## src/rtl/game_flow_ctrl.sv

```systemverilog
// Game-phase sequencer: title, play, pause, death and win phases.
// Ports: Clk/Reset, frame_clk, keycode, dead/door flags -> revive,
//   gated keycode/frame clock, game_state, overlay_sel, death_count,
//   level_complete.
module game_flow_ctrl #(
  parameter int unsigned DEATH_FRAMES = 60,
  parameter int unsigned WIN_FRAMES   = 120,
  parameter logic [7:0]  START_KEY    = 8'h28,
  parameter logic [7:0]  PAUSE_KEY    = 8'h29
) (
  input  logic       Clk,
  input  logic       Reset,
  input  logic       frame_clk,
  input  logic [7:0] keycode,
  input  logic       fireboy_dead,
  input  logic       icegirl_dead,
  input  logic       fireboy_at_door,
  input  logic       icegirl_at_door,
  output logic       revive,
  output logic [7:0] keycode_gated,
  output logic       frame_clk_gated,
  output logic [2:0] game_state,
  output logic [1:0] overlay_sel,
  output logic [7:0] death_count,
  output logic       level_complete
);

  typedef enum logic [2:0] {
    S_TITLE = 3'd0,
    S_START = 3'd1,
    S_PLAY  = 3'd2,
    S_PAUSE = 3'd3,
    S_DYING = 3'd4,
    S_WIN   = 3'd5
  } state_t;

  localparam logic [7:0] DEATH_LAST = 8'(DEATH_FRAMES - 1);
  localparam logic [7:0] WIN_LAST   = 8'(WIN_FRAMES - 1);

  state_t     state;
  logic [7:0] timer;
  logic [7:0] prev_key;
  logic       fclk_d;
  logic       frame_tick;

  logic start_press;
  logic pause_press;
  logic any_dead;
  logic both_door;

  // A held key only counts on the cycle it first appears.
  assign start_press = (keycode == START_KEY) &&
                       (prev_key != START_KEY);
  assign pause_press = (keycode == PAUSE_KEY) &&
                       (prev_key != PAUSE_KEY);
  assign any_dead    = fireboy_dead | icegirl_dead;
  assign both_door   = fireboy_at_door & icegirl_at_door;

  always_ff @(posedge Clk) begin
    if (Reset) begin
      state          <= S_TITLE;
      timer          <= 8'd0;
      prev_key       <= 8'd0;
      fclk_d         <= 1'b0;
      frame_tick     <= 1'b0;
      death_count    <= 8'd0;
      level_complete <= 1'b0;
    end else begin
      prev_key       <= keycode;
      fclk_d         <= frame_clk;
      frame_tick     <= frame_clk & ~fclk_d;
      level_complete <= 1'b0;
      unique case (state)
        S_TITLE: begin
          if (start_press)
            state <= S_START;
        end
        S_START: begin
          state <= S_PLAY;
        end
        S_PLAY: begin
          // Death outranks door arrival, which outranks pause.
          if (any_dead) begin
            state <= S_DYING;
            timer <= 8'd0;
            if (death_count != 8'hFF)
              death_count <= death_count + 8'd1;
          end else if (both_door) begin
            state          <= S_WIN;
            timer          <= 8'd0;
            level_complete <= 1'b1;
          end else if (pause_press) begin
            state <= S_PAUSE;
          end
        end
        S_PAUSE: begin
          if (pause_press)
            state <= S_PLAY;
        end
        S_DYING: begin
          if (frame_tick) begin
            if (timer == DEATH_LAST)
              state <= S_START;
            else
              timer <= timer + 8'd1;
          end
        end
        S_WIN: begin
          if (frame_tick) begin
            if (timer == WIN_LAST)
              state <= S_TITLE;
            else
              timer <= timer + 8'd1;
          end
        end
        default: begin
          state <= S_TITLE;
        end
      endcase
    end
  end

  assign game_state = state;

  always_comb begin
    revive          = 1'b1;
    keycode_gated   = 8'd0;
    frame_clk_gated = 1'b0;
    overlay_sel     = 2'd1;
    unique case (state)
      S_TITLE: begin
        revive      = 1'b1;
        overlay_sel = 2'd1;
      end
      S_START: begin
        revive      = 1'b1;
        overlay_sel = 2'd0;
      end
      S_PLAY: begin
        revive          = 1'b0;
        keycode_gated   = keycode;
        frame_clk_gated = frame_clk;
        overlay_sel     = 2'd0;
      end
      S_PAUSE: begin
        revive      = 1'b0;
        overlay_sel = 2'd2;
      end
      S_DYING, S_WIN: begin
        // Players keep animating under the end banner.
        revive          = 1'b0;
        frame_clk_gated = frame_clk;
        overlay_sel     = 2'd3;
      end
      default: begin
        revive      = 1'b1;
        overlay_sel = 2'd1;
      end
    endcase
  end

endmodule

```

## config.mk

```make
export PLATFORM = sky130hd
export DESIGN_NAME = game_flow_ctrl
export DESIGN_NICKNAME = d
export VERILOG_FILES = /design/src/rtl/game_flow_ctrl.sv
export SDC_FILE = /design/constraint.sdc
export NUM_CORES = 1
export LEC_CHECK = 0
export ABC_AREA = 1
export CELL_PAD_IN_SITES_DETAIL_PLACEMENT = 0
export CELL_PAD_IN_SITES_GLOBAL_PLACEMENT = 1
export CORE_ASPECT_RATIO = 0.7
export CORE_MARGIN = 2
export CORE_UTILIZATION = 34
export DETAILED_ROUTE_END_ITERATION = 12
export PLACE_DENSITY_LB_ADDON = 0.1
export SETUP_SLACK_MARGIN = 0.05
export SLEW_MARGIN = 0
export SYNTH_ARGS = -nofsm -noshare
export SYNTH_HDL_FRONTEND = slang
export SYNTH_SLANG_ARGS = --single-unit
```

## constraint.sdc

```tcl
create_clock -name Clk -period 1.7 [get_ports Clk]
set_input_delay 0.34 -clock Clk [delete_from_list [all_inputs] [get_ports Clk]]
set_output_delay 0.34 -clock Clk [all_outputs]
set_load 0.02 [all_outputs]
```

## Word-level counts from Yosys, hierarchy flattened

Cells that the tools add are included.

| word-level totals | value |
|---|---|
| register bits after elaboration | 30 |

| cells by class | value |
|---|---|
| bitwise logic cells | 5 |
| reductions and logical operators | 12 |
| muxes and demuxes | 22 |
| equal/unequal tests | 22 |
| add/sub/neg operators | 2 |

Operators by type and width:

| operator | number |
|---|---|
| $mux 8 | 7 |
| $mux 3 | 9 |
| $eq 8x6->1 const B | 3 |
| $pmux 8 s3 | 1 |
| $pmux 3 s6 | 1 |
| $add 8x1->8 const B | 2 |
| $ne 2x2->1 const B | 8 |
| $ne 8x6->1 const B | 2 |
| $eq 8x7->1 const B | 1 |
| $ne 8x8->1 const B | 1 |
| $reduce_and 7->1 | 1 |
| $eq 3x2->1 const B | 2 |
| $eq 3x3->1 const B | 2 |
| $pmux 2 s3 | 1 |
| $reduce_and 6->1 | 1 |
| $reduce_or 3->1 | 2 |
| $ne 4x4->1 const B | 1 |
| $reduce_or 2->1 | 2 |
| $reduce_or 4->1 | 1 |
| $eq 3x1->1 const B | 1 |
| $logic_not 3->1 | 1 |
| $mux 1 | 3 |
| $ne 3x3->1 const B | 1 |
| $reduce_and 3->1 | 1 |
| 5 further kinds | 8 |

## Logic depth before layout (Yosys ltp)

Gate-level depths: netlist of run 1.

| depth | value |
|---|---|
| depth after elaboration | 6 |
| depth in mapped cells | 11 |
| depth with buffers taken out | 11 |

## Worst setup path before layout of run 1

Ideal clock, no wire load.

| timing | value |
|---|---|
| kind | reg2reg |
| start point | register death_count[0] |
| end point | register death_count[6] |
| path buffers | 1 |
| stages on the path, launching flop included | 9 |
| setup slack | 0.112 ns |
| arrival time | 1.460 ns |
| path through | dfxtp_1 -> ha_1 -> nand3_1 -> nor3_1 -> nor2_2 -> buf_4 -> nand2_1 -> xor2_1 -> nor2_1 |

| on the way | value |
|---|---|
| word-level cells in the longest chain between the ends | 2 |
| elaborated cells between the ends (all ways) | 3 |

Ends and longest elaborated chain:

| what | line | RTL |
|---|---|---|
| from (decl) | 24 | `output logic [7:0] death_count,` |
| from (signal assigned) | 87 | `death_count <= death_count + 8'd1;` |
| branches (longest 2 deep; another with $add 8x1->8) | n/a |  |

Several ways; the timed one is not identified.
A chain may end at the register's enable or synchronous reset.

## Worst setup path in the final report of run 1

| timing | value |
|---|---|
| start point | register state[2], in the netlist game_state[2] |
| end point | output port frame_clk_gated |

| on the way | value |
|---|---|
| word-level cells in the longest chain between the ends | 3 |
| elaborated cells between the ends (all ways) | 5 |

Ends and longest elaborated chain:

| what | line | RTL |
|---|---|---|
| from (decl) | 40 | `state_t state;` |
| from (signal assigned) | 61 | `state <= S_TITLE;` |
| from (signal assigned) | 76 | `state <= S_START;` |
| from (signal assigned) | 79 | `state <= S_PLAY;` |
| $eq 3x3->1 or $eq 3x2->1 (tied branches) | 130 | `unique case (state)` |
| $reduce_or 3->1 (no line) (*) | n/a |  |
| $mux 1 (*) | 130 |  |
| to (decl) | 21 | `output logic frame_clk_gated,` |

Mark *: on every way between the ends. The rest lies on a longest branch, timed or not.

==> results summary, run 1 <==
The floorplan step set the die width to 85.0 µm. The worst hold margin came out at 0.386 ns. The number of remaining DRC errors came out at 0. The number of instances in the synthesized netlist came out at 233. The max-slew violation count came out at 0. Setup repair after global routing could not meet its margin everywhere. Yosys mapped a number of flops with a built-in enable equal to 0. Post-CTS timing repair inserted 0 buffers for setup.

The ratio of final minimum period to clock period came out at 0.932. The count of synthesis-stage warnings from yosys is 0. The die boundary height is 60.7 µm. The sequential fraction of the synthesis area is 0.385. The wire length of the first global-routing pass is 6870 µm.

The floorplan row count came out at 20. The worst setup slack for register-to-register paths is 0.16 ns. The maximum fanout along the worst path came out at 10. The CTS H-tree depth is 2. The global routing usage on met2 is 0.243. Clock-pin slew was measured on the worst setup and hold paths at 0.07 ns. The number of endpoints with negative hold slack in the final report is 0.

The netlist area before placement is 0.00156 mm². Dividing the detail-routed wire length by the instance count gives 11.0 µm. STA puts the critical path data required time at 1.36 ns.

The number of max-capacitance violations reported came out at 0. For this run, the leading register cell type out of synthesis is sky130_fd_sc_hd__dfxtp_1. In this run, distinct cell masters in the synthesized netlist total 27. Summed over all layers, the global routing overflow is 0. The worst slew margin relative to its limit came out at 0.827. After detailed routing, the total wire length is 3940 µm. The core region is 0.00438 mm². The flow ran to the end, and the final reports show no timing, DRC or antenna violations. From synthesis to final layout, the design area changed by 49.2%. The most heavily used metal layer in global routing is met1.

The cell chosen for the clock root is sky130_fd_sc_hd__clkbuf_8. The final core utilization is 0.532. The pre-antenna-repair detailed-routing pass consisted of 4 iterations. The die covers 0.00516 mm². The kind of end point of the critical path is a primary output. The weighted congestion reported at the end of routability-driven placement is 0.766. The clock sink count is 30. The number of nets in the final layout is 321.

The via count is 1546. The maximum vdd ir drop is 0.686 mV. The number of synthesized register bits is 30.

The count of nets left with antenna violations once routing finished came out at 0. For the worst-skew pair, the clock arrives at the later sink with an insertion delay of 0.28 ns. The path class of the tightest hold or removal check is flip-flop to flip-flop.

The I/O pin total came out at 39. The net count after synthesis came out at 250. Counting instances, the worst hold path has a depth of 1.

The starting density of the core is 0.356. The post-route clock skew is 0.00585 ns. Leaving out fill and tap cells, the most frequent cell in the layout is sky130_fd_sc_hd__nand2_1.

The largest net degree at the start of global routing is 25. Averaged over all synthesized cells, the footprint is 6.70 µm². The worst path meets setup with 0.115 ns of slack.

In the global route stage, met3 resource usage came out at 0.0381. The setup violation total in the final timing report came out at 0. The kind of critical path is flip-flop to primary output. In this run the critical register-to-register path is launched from game_state[2]. The number of antenna violations at the first check in global routing came out at 0. The arrival time at the worst endpoint is 1.25 ns.

The measured slew at the worst slew-check pin came out at 0.259 ns. The number of global-route vias before repair came out at 1501. The number of diodes came out at 0. For hold timing, the worst endpoint is frame_tick. The count of input and output buffers is 38. The share of synthesized flip-flops with an asynchronous set or reset came out at 0. STA classifies the critical path startpoint as a flip-flop. In the final layout, the share of cells above drive strength 1 is 0.239.

The mean number of vias per cell came out at 4.29. In this run the critical register-to-register path is captured at game_state[0]. The shortest clock period the worst path allows after layout came out at 1.59 ns. The peak clock frequency supported by timing came out at 631 MHz. The number of violations reported at the end of detailed-routing iteration 0 came out at 75. The hold path startpoint is fclk_d.

The number of buffers created by CTS is 5. The met1 usage came out at 0.255. Measured in cells, the most critical reg-to-reg path has a length of 12. The static leakage is 1.08 nW. The longest clock path from root to sink contains 2 buffers.

In the global route stage, overall resource usage came out at 0.170. The total power divided by cell area is 1200 mW/mm². The library cells used most frequently in the layout, excluding fill and tap cells, are 52 x sky130_fd_sc_hd__nand2_1, 43 x sky130_fd_sc_hd__nor2_1, 31 x sky130_fd_sc_hd__buf_4. TritonCTS built the clock tree. The HPWL after detailed placement came out at 3030 µm.

The placed cell area is 0.00223 mm². The count of hold-fix buffers inserted at cts came out at 0. Timing analysis after detailed placement gives a worst setup slack of -0.237 ns. The area of all placed cells without fillers came out at 0.00233 mm².
==> critical path: stages (launching register included) <==
cell and delay [ns]:
sky130_fd_sc_hd__dfxtp_2 0.35, sky130_fd_sc_hd__inv_2 0.06, sky130_fd_sc_hd__nand2_2 0.05, sky130_fd_sc_hd__inv_2 0.08, sky130_fd_sc_hd__nand2_4 0.11, sky130_fd_sc_hd__a21oi_1 0.15, sky130_fd_sc_hd__buf_4 0.16
==> where the power goes <==
part,switching [mW],internal [mW]
registers,0.0457,0.760
clock network,0.287,0.625
logic,0.621,0.448
==> cell type report <==
cell class	instances	area, µm²
clock buffer	6	82.6
clock inverter	2	60.1
fill	446	2050
inverter	32	123
multi-input combinational	167	831
sequential	30	606
tap	55	68.8
timing repair buffer	68	558
==> per-layer routing <==
metal / routed length (µm) / vias to the layer above
met2: 1440 / 27
met3: 162 / 4
met1: 2320 / 645
met5: 0 / -
met4: 19 / 0
li1: - / 870
==> cell usage after synthesis, types with 2 or more instances <==
master,number,area [µm²]
sky130_fd_sc_hd__xnor2_1,2,17.5
sky130_fd_sc_hd__nand2_1,52,195
sky130_fd_sc_hd__inv_1,27,101
sky130_fd_sc_hd__dfxtp_1,30,601
sky130_fd_sc_hd__clkbuf_1,3,11.3
sky130_fd_sc_hd__nand4_1,4,25.0
sky130_fd_sc_hd__or2_2,2,12.5
sky130_fd_sc_hd__nand3_1,18,90.1
sky130_fd_sc_hd__nor2_2,3,18.8
sky130_fd_sc_hd__ha_1,2,25.0
sky130_fd_sc_hd__a21oi_1,17,85.1
sky130_fd_sc_hd__o21ai_1,3,15.0
sky130_fd_sc_hd__nand2_2,4,25.0
sky130_fd_sc_hd__xor2_1,4,35.0
sky130_fd_sc_hd__nor3_1,4,20.0
sky130_fd_sc_hd__inv_2,4,15.0
sky130_fd_sc_hd__a31oi_1,2,12.5
sky130_fd_sc_hd__nor2_1,43,161
==> per-stage QoR <==
stage               cells  power, mW  TNS (ns)
floorplan             233       1.44         0
global placement      352       1.97     -2.11
detailed placement    352       1.96     -2.14
CTS                   360       2.82         0
global route          360       2.96         0
finish                360       2.79         0
==> repair_timing <==
| item | CTS | global route |
|---|---|---|
| gates resized for setup | 55 | 8 |
| endpoints found under the setup margin | 23 | 18 |
| endpoints found under the hold margin | 0 | 0 |
==> state kept, by name, indices dropped and copies added, names as in the netlist <==
signal          flops
game_state          3
frame_tick          1
death_count         8
fclk_d              1
prev_key            8
timer               8
level_complete      1
==> cell families (layout without fill, tap and decap cells) <==
family                     count (synthesis)  count (layout)  share of synthesized area
DFF                                       30              30                      0.385
adders and majority gates                  2               2                     0.0160
xor gates and xnor gates                   6               6                     0.0337
and+or+nand+nor                          135             135                      0.395
buffers and inverters                     36             108                     0.0906
AOI/OAI and AO/OA                         24              24                     0.0802
==> how the worst max path moves through the flow <==
stage              startpoint               end  slack (ns)  depth (start not counted)
4_1_cts         game_state[2]   frame_clk_gated        0.06                          6
2_1_floorplan  death_count[0]    death_count[6]        0.11                          8
5_1_grt         game_state[2]    death_count[3]        0.02                         11
6_report        game_state[2]   frame_clk_gated        0.11                          6
3_3_place_gp       keycode[7]  keycode_gated[7]       -0.21                          4
3_5_place_dp       keycode[0]  keycode_gated[0]       -0.24                          4
Power figures use the tool's default switching activity.
==> run 2: changes to the inputs <==
- CORE_MARGIN: 2 -> 4
- CORE_UTILIZATION: 34 -> 36
- SKIP_LAST_GASP: unset -> 1
- clock period: 1.7 -> 1.9 ns (I/O delays scaled with it)
==> run 2 against run 1 <==
  * Register-to-register slack better by 0.14 ns
  * Global-route usage down 1.7 points
  * Cell count is 4.2% lower
  * First-iteration DRC count rose by 2.7%
  * Via count increased by 1.6%
  * Sequential cell count is the same
  * Clock skew down 0.00087 ns
  * Clock power fell by 33%
  * Non-clock buffer count shrank 12
  * Critical path type unchanged
  * Combinational power fell by 14%
  * Sequential power is 9.8% lower
==> results summary, run 2 (synthesized netlist as in run 1, its figures left out) <==
The smallest clock period supported by the final layout is computed as 1.79 ns. The number of remaining DRC errors came out at 0 (unchanged). The combined flip-flop and latch cell area is 601 µm² (-0.83%). The count of input and output buffers came out at 38 (unchanged). The setup slack at placement came out at -0.120 ns (+0.117 ns).

The count of hold-fix buffers inserted at cts was 0 (unchanged). The number of detailed-route iterations in the first pass came to 4 (unchanged). The number of violations reported at the end of detailed-routing iteration 0 is 77 (+2.7%). The peak clock frequency supported by timing came out at 558 MHz. The setup violation total in the final timing report came out at 0 (unchanged). The TritonCTS clock tree is built. The maximum fanout along the worst path came out at 3 (-7).

In the layout the commonest cells are 52 x sky130_fd_sc_hd__nand2_1, 43 x sky130_fd_sc_hd__nor2_1, 30 x sky130_fd_sc_hd__dfxtp_1. The share of layout cells above drive strength 1 came out at 0.181 (-0.0585). The HPWL after detailed placement came out at 2980 µm (-1.7%). The post-route clock skew came out at 0.00497 ns (-0.000872 ns).

The number of buffers created by CTS came to 5 (unchanged). The max-slew violation count is 0 (unchanged). The overall die width is 86.7 µm (+2.0%). The path class of the tightest hold or removal check is flip-flop to flip-flop.

The maximum clock insertion buffer count came to 2 (unchanged). The wire length of the first global-routing pass came out at 6770 µm (-1.4%). The wire length per cell after detailed routing is 11.2 µm (+2.4%).

On the critical path, the stage with the largest delay is an instance of sky130_fd_sc_hd__clkdlybuf4s50_1. Setup repair after global routing left no endpoint under its margin. The number of endpoints with negative hold slack in the final report came out at 0 (unchanged). The kind of end point of the critical path is a primary output. The library cell used most frequently in the layout, excluding fill and tap cells, is sky130_fd_sc_hd__nand2_1. The cell family contributing the most delay on the critical path is buffers and inverters. The multi-input logic area is 818 µm² (-1.5%). The die boundary height came out at 63.1 µm (+4.0%).

The I/O pin total came to 39 (unchanged). The weighted congestion reported at the end of routability-driven placement is 0.782 (+2.1%). In the final layout, the registers with the most flip-flops are death_count x8, prev_key x8, timer x8. The number of max-capacitance violations reported is 0 (unchanged). The largest net degree at the start of global routing is 24 (-4.0%). The clock insertion delay at the later pin of the skew report is 0.28 ns (about the same).

The tree is rooted in a sky130_fd_sc_hd__clkbuf_8. The number of global-route vias before repair is 1461 (-2.7%). The clock edge transition at the registers on the reported setup and hold paths came to 0.07 ns (about the same). The total power divided by cell area was 1030 mW/mm² (-14%).

From synthesis to final layout, the design area changed by 40.3%. The highest cell delay on the worst timing path is 0.60 ns (+0.25 ns). The combined global-route utilization of all metal layers came out at 0.153 (-0.0167). The critical path required time came to 1.52 ns (+0.16 ns). The number of diodes is 0 (unchanged). The core footprint was 0.00404 mm² (-7.7%). The measured slew at the worst slew-check pin is 0.273 ns (+0.0141 ns). The number of antenna violations at the first check in global routing came to 0 (unchanged). The number of nets with antenna violations after detailed routing came out at 0 (unchanged). The clock sink count is 30 (unchanged). The number of filler instances in the final layout came to 416 (-6.7%).

The minimum setup slack in the final design is 0.108 ns (-0.00677 ns). Walking the worst path, the cells encountered are buf_4 > clkdlybuf4s50_1. The final core utilization is 0.541 (+0.00977). The total overflow reported by the global router came out at 0 (unchanged). The worst setup path is launched from a flip-flop. The ratio of final minimum period to clock period came out at 0.943. The starting density of the core came out at 0.386 (+0.0298). The wire length reported by the detailed router came out at 3870 µm (-1.9%). The static leakage came to 0.960 nW (-11%). The via count came to 1570 (+1.6%).

The maximum vdd ir drop is 0.855 mV (+25%). The number of setup buffers added after CTS came to 0 (unchanged). The flow ran to the end, and the final reports show no timing, DRC or antenna violations. The area of the die came to 0.00547 mm² (+6.1%).

The number of buffers and inverters on the critical path came out at 2 (-1). By startpoint and endpoint, the worst setup path is classified as flip-flop to primary output. The worst slew margin relative to its limit came out at 0.818 (-0.00947). The floorplan row count is 19 (-5.0%). The CTS H-tree depth is 2 (unchanged). The mean number of vias per cell came out at 4.55 (+6.0%). The number of nets in the final layout was 309 (-3.7%). The arrival time at the worst endpoint came out at 1.41 ns (+0.16 ns).
run 2: cell types whose count changed in the layout (fill, tap and decap cells not counted), moves of 2 or more:
cell                              change
sky130_fd_sc_hd__dlygate4sd2_1        -6
sky130_fd_sc_hd__clkbuf_2             +7
sky130_fd_sc_hd__dfxtp_1              +2
sky130_fd_sc_hd__clkdlybuf4s50_1      +9
sky130_fd_sc_hd__buf_2                -8
sky130_fd_sc_hd__buf_4               -13
sky130_fd_sc_hd__clkbuf_8             +2
sky130_fd_sc_hd__bufinv_16            -2
run 2: per-stage QoR:
step	total power [mW]	hold slack [ns]	cell area [µm²]	setup TNS, ns	std cells
floorplan	1.29	0.373	1560	0	233
finish	2.25	0.392	2190	0	345
global placement	1.72	0.378	2120	-0.680	337
detailed placement	1.71	0.387	2120	-0.790	337
CTS	2.27	0.397	2220	0	345
global route	2.39	0.411	2190	0	345
run 2: power breakdown:
part,total (mW),internal [mW],leakage (nW),switching (mW)
logic,0.916,0.374,0.658,0.543
clock network,0.607,0.366,0.0575,0.242
registers,0.727,0.676,0.245,0.0504
run 2: timing repair:
action,4_1_cts,5_1_grt
endpoints found under the hold margin,0,0
endpoints found under the setup margin,12,9
resized for setup,12,17
run 2: final cells by class:
class / instances / share of cell area
repair buffers: 56 / 0.216
well taps: 52 / 0.0297
multi-input cells: 167 / 0.374
clock buffers: 8 / 0.0503
inverters: 32 / 0.0560
flip-flops and latches: 30 / 0.274
run 2: final timing paths:
kind	start	endpoint	slack, ns	cells past startpoint
setup / recovery	game_state[1]	game_state[1]	0.11	2
hold / removal	fclk_d	frame_tick	0.39	1
setup reg to reg	death_count[0]	death_count[3]	0.30	8
hold reg to reg	fclk_d	frame_tick	0.39	1
run 2: per-layer routing:
layer | share of wire | track usage | vias to the layer above
li1 | - | - | 848
met1 | 0.54 | 0.241 | 686
met2 | 0.40 | 0.204 | 34
met3 | 0.055 | 0.0404 | 2
met4 | 0.0049 | 0.0292 | 0
met5 | 0 | 0 | -
==> run 3: changes to the inputs <==
- ABC_CLOCK_PERIOD_IN_PS: unset -> 1900
- TNS_END_PERCENT: unset -> 10
==> run 3 against run 2 <==
  * The run now ends with negative setup slack left
  * Wire length is 0.34% higher
  * Clock skew shrank 0.00058 ns
  * Die area stayed put
  * Non-clock buffer count is the same
  * Sequential cell count stayed put
  * Cell area is 2.1% higher
  * Utilization increased by 1.1 points
  * Sequential power is essentially flat
  * Global-route usage did not move
  * Cell count unchanged
==> results summary, run 3 (synthesized netlist as in run 1, its figures left out) <==
STA classifies the critical path startpoint as a flip-flop. The met1 usage came out at 0.241 (unchanged). The path class of the tightest hold or removal check is flip-flop to flip-flop.

The final core utilization came out at 0.553 (+0.0111). The die boundary height came out at 63.1 µm (unchanged). The clock sink count came out at 30 (unchanged). The overall die width came to 86.7 µm (unchanged). The hold path startpoint is fclk_d.

In the layout the commonest cells are 52 x sky130_fd_sc_hd__nand2_1, 43 x sky130_fd_sc_hd__nor2_1, 36 x sky130_fd_sc_hd__clkdlybuf4s50_1. The arrival time at the worst endpoint came out at 1.68 ns (+0.27 ns). The number of violations reported at the end of detailed-routing iteration 0 is 84 (+9.1%). The wire length of the first global-routing pass came out at 6770 µm (unchanged). The HPWL after detailed placement is 2980 µm (unchanged). The number of max-capacitance violations reported is 0 (unchanged).

The worst slew margin relative to its limit came out at 0.817 (about the same). The total power divided by cell area is 1030 mW/mm² (-0.16%). The floorplan row count is 19 (unchanged). The starting density of the core was 0.386 (unchanged).

The library cell used most frequently in the layout, excluding fill and tap cells, is sky130_fd_sc_hd__nand2_1. The switching power summed over all nets came out at 836 µW (+0.19%). The fraction of power consumed by sequential logic is 0.317 (-0.006).

The met3 track demand over resource is 0.0404 (unchanged). The number of nets with antenna violations after detailed routing came out at 0 (unchanged). The wire length reported by the detailed router came out at 3880 µm (+0.34%).

The count of input and output buffers is 38 (unchanged). The number of endpoints with negative hold slack in the final report came out at 0 (unchanged). The post-route clock skew came out at 0.00439 ns (-0.000584 ns). In the final layout, the registers with the most flip-flops are death_count x8, prev_key x8, timer x8.

The count of hold-fix buffers inserted at cts came out at 0 (unchanged). The reg-to-reg endpoint is death_count[3]. The critical path required time is 1.52 ns (about the same). The maximum vdd ir drop is 0.885 mV (+3.5%).

The area growth from synthesis to layout is 43.1%. The number of global-route vias before repair is 1461 (unchanged). The worst hold margin is 0.392 ns (-0.000177 ns). The mean number of vias per cell came out at 4.59 (+0.89%). The I/O pin total was 39 (unchanged). The total design power is 2.29 mW (+1.9%). On the critical path, the stage with the largest delay is an instance of sky130_fd_sc_hd__clkdlybuf4s50_1. The ratio of final minimum period to clock period is 1.08 (+0.138).

The peak clock frequency supported by timing came to 487 MHz (-13%). The highest cell delay on the worst timing path came out at 0.61 ns (about the same). The worst min-delay path endpoint is frame_tick.

The maximum clock insertion buffer count came out at 2 (unchanged). The combined global-route utilization of all metal layers came to 0.153 (unchanged). The area of the die is 0.00547 mm² (unchanged). By startpoint and endpoint, the worst setup path is classified as flip-flop to primary output. The worst setup slack for register-to-register paths is 0.30 ns (about the same).

The wire length per cell after detailed routing is 11.3 µm (+0.34%). The number of buffers created by CTS was 5 (unchanged). The max-slew violation count is 0 (unchanged).

The number of diodes came out at 0 (unchanged). The measured slew at the worst slew-check pin is 0.273 ns (+0.000478 ns). The total overflow reported by the global router came to 0 (unchanged). The depth of the most critical reg-to-reg path came to 8 (unchanged). The core footprint came out at 0.00404 mm² (unchanged). The worst hold path cell count came out at 1 (unchanged).

TritonCTS built the clock tree. The setup violation total in the final timing report is 10 (+10). The number of remaining DRC errors came to 0 (unchanged). The number of detailed-route iterations in the first pass is 4 (unchanged).

The run finished, with violations left. The number of antenna violations at the first check in global routing is 0 (unchanged). The relative contribution of the clock network to total power came to 0.265 (-0.005). The shortest clock period the worst path allows after layout came out at 2.06 ns (+0.263 ns).

The minimum setup slack in the final design is -0.155 ns (-0.263 ns). The weighted congestion reported at the end of routability-driven placement came out at 0.782 (unchanged). Traced cell by cell, the critical path runs through nand2_2 > inv_2 > nand2_4 > nor2_1 > clkdlybuf4s50_1. The CTS H-tree depth is 2 (unchanged). The via count was 1584 (+0.89%). The share of layout cells above drive strength 1 came to 0.154 (-0.0273). Setup repair after global routing could not meet its margin everywhere. The placed instance count is 337 (unchanged). The internal power contribution is 1.46 mW (+2.9%). The clock insertion delay at the later pin of the skew report is 0.28 ns (about the same). The maximum fanout along the worst path is 10 (+7).

The checks that failed: negative setup slack. The largest net degree at the start of global routing came to 24 (unchanged). The part of the power in combinational logic came out at 0.418 (+0.011).

The switching share of power came out at 0.365 (-0.00622). The number of setup buffers added after CTS is 0 (unchanged). The kind of end point of the critical path is a primary output. The static leakage came out at 0.970 nW (+0.98%). In this run the most used layer during global routing was met1. The cell chosen for the clock root is sky130_fd_sc_hd__clkbuf_8. The number of nets in the final layout came out at 309 (unchanged).

The final cell count without fillers is 345 (unchanged). The clock edge transition at the registers on the reported setup and hold paths is 0.07 ns (about the same). The global routing usage on met2 is 0.204 (unchanged).

The launching point of the worst reg2reg path is death_count[0].
-- run 3: changes by cell type in the layout (fill, tap and decap cells not counted) --
cell,previous run,this run
sky130_fd_sc_hd__dlymetal6s2s_1,0,1
sky130_fd_sc_hd__clkbuf_2,8,0
sky130_fd_sc_hd__clkdlybuf4s50_1,26,36
sky130_fd_sc_hd__clkdlybuf4s15_1,1,0
sky130_fd_sc_hd__dlygate4sd2_1,3,1
-- run 3: cell type report --
| cell class | instances | area (µm²) |
|---|---|---|
| fill | 409 | 1810 |
| multi-input combinational | 167 | 818 |
| sequential | 30 | 601 |
| timing repair buffer | 56 | 517 |
| inverter | 32 | 123 |
| clock buffer | 8 | 110 |
| tap | 52 | 65.1 |
-- run 3: per-stage QoR --
stage	setup slack, ns	setup TNS [ns]	instance area [µm²]
3_3_place_gp	-0.0872	-0.680	2120
5_1_grt	-0.281	-2.39	2230
2_1_floorplan	0.312	0	1560
4_1_cts	-0.172	-1.59	2230
3_5_place_dp	-0.120	-0.790	2120
6_report	-0.155	-1.26	2230
-- run 3: worst max path at each step --
stage / to / start / cells past startpoint / slack, ns
floorplan: death_count[6] / death_count[0] / 8 / 0.31
global placement: keycode_gated[2] / keycode[2] / 4 / -0.09
detailed placement: keycode_gated[0] / keycode[0] / 4 / -0.12
CTS: keycode_gated[2] / game_state[2] / 6 / -0.17
global route: keycode_gated[2] / game_state[1] / 5 / -0.28
finish: keycode_gated[6] / game_state[1] / 5 / -0.16
-- run 3: worst max-delay path: cells and delay by family, from the launching register on --
family                 cells  cell delay (ns)
flip-flops                 1             0.39
buffers and inverters      2             0.70
AND/OR/NAND/NOR            3             0.30
-- run 3: repair_timing --
item / in CTS / in global routing
setup endpoints to repair: 12 / 12
gates resized for setup: 1 / 1
hold endpoints to repair: 0 / 0
cloned: 0 / 0
-- run 3: layer usage --
metal / routed length [µm] / share of wire / up-vias
li1: - / - / 849
met1: 2070 / 0.53 / 695
met2: 1550 / 0.40 / 38
met3: 245 / 0.063 / 2
met4: 19 / 0.0049 / 0
met5: 0 / 0 / -
-- run 3: power by group through the flow --
stage               Clock [mW]  Sequential, mW  Combinational, mW
floorplan                    0           0.770              0.518
global placement             0           0.742              0.975
detailed placement           0           0.742              0.966
CTS                      0.619           0.728              0.966
global route             0.651           0.734               1.05
finish                   0.607           0.728              0.959
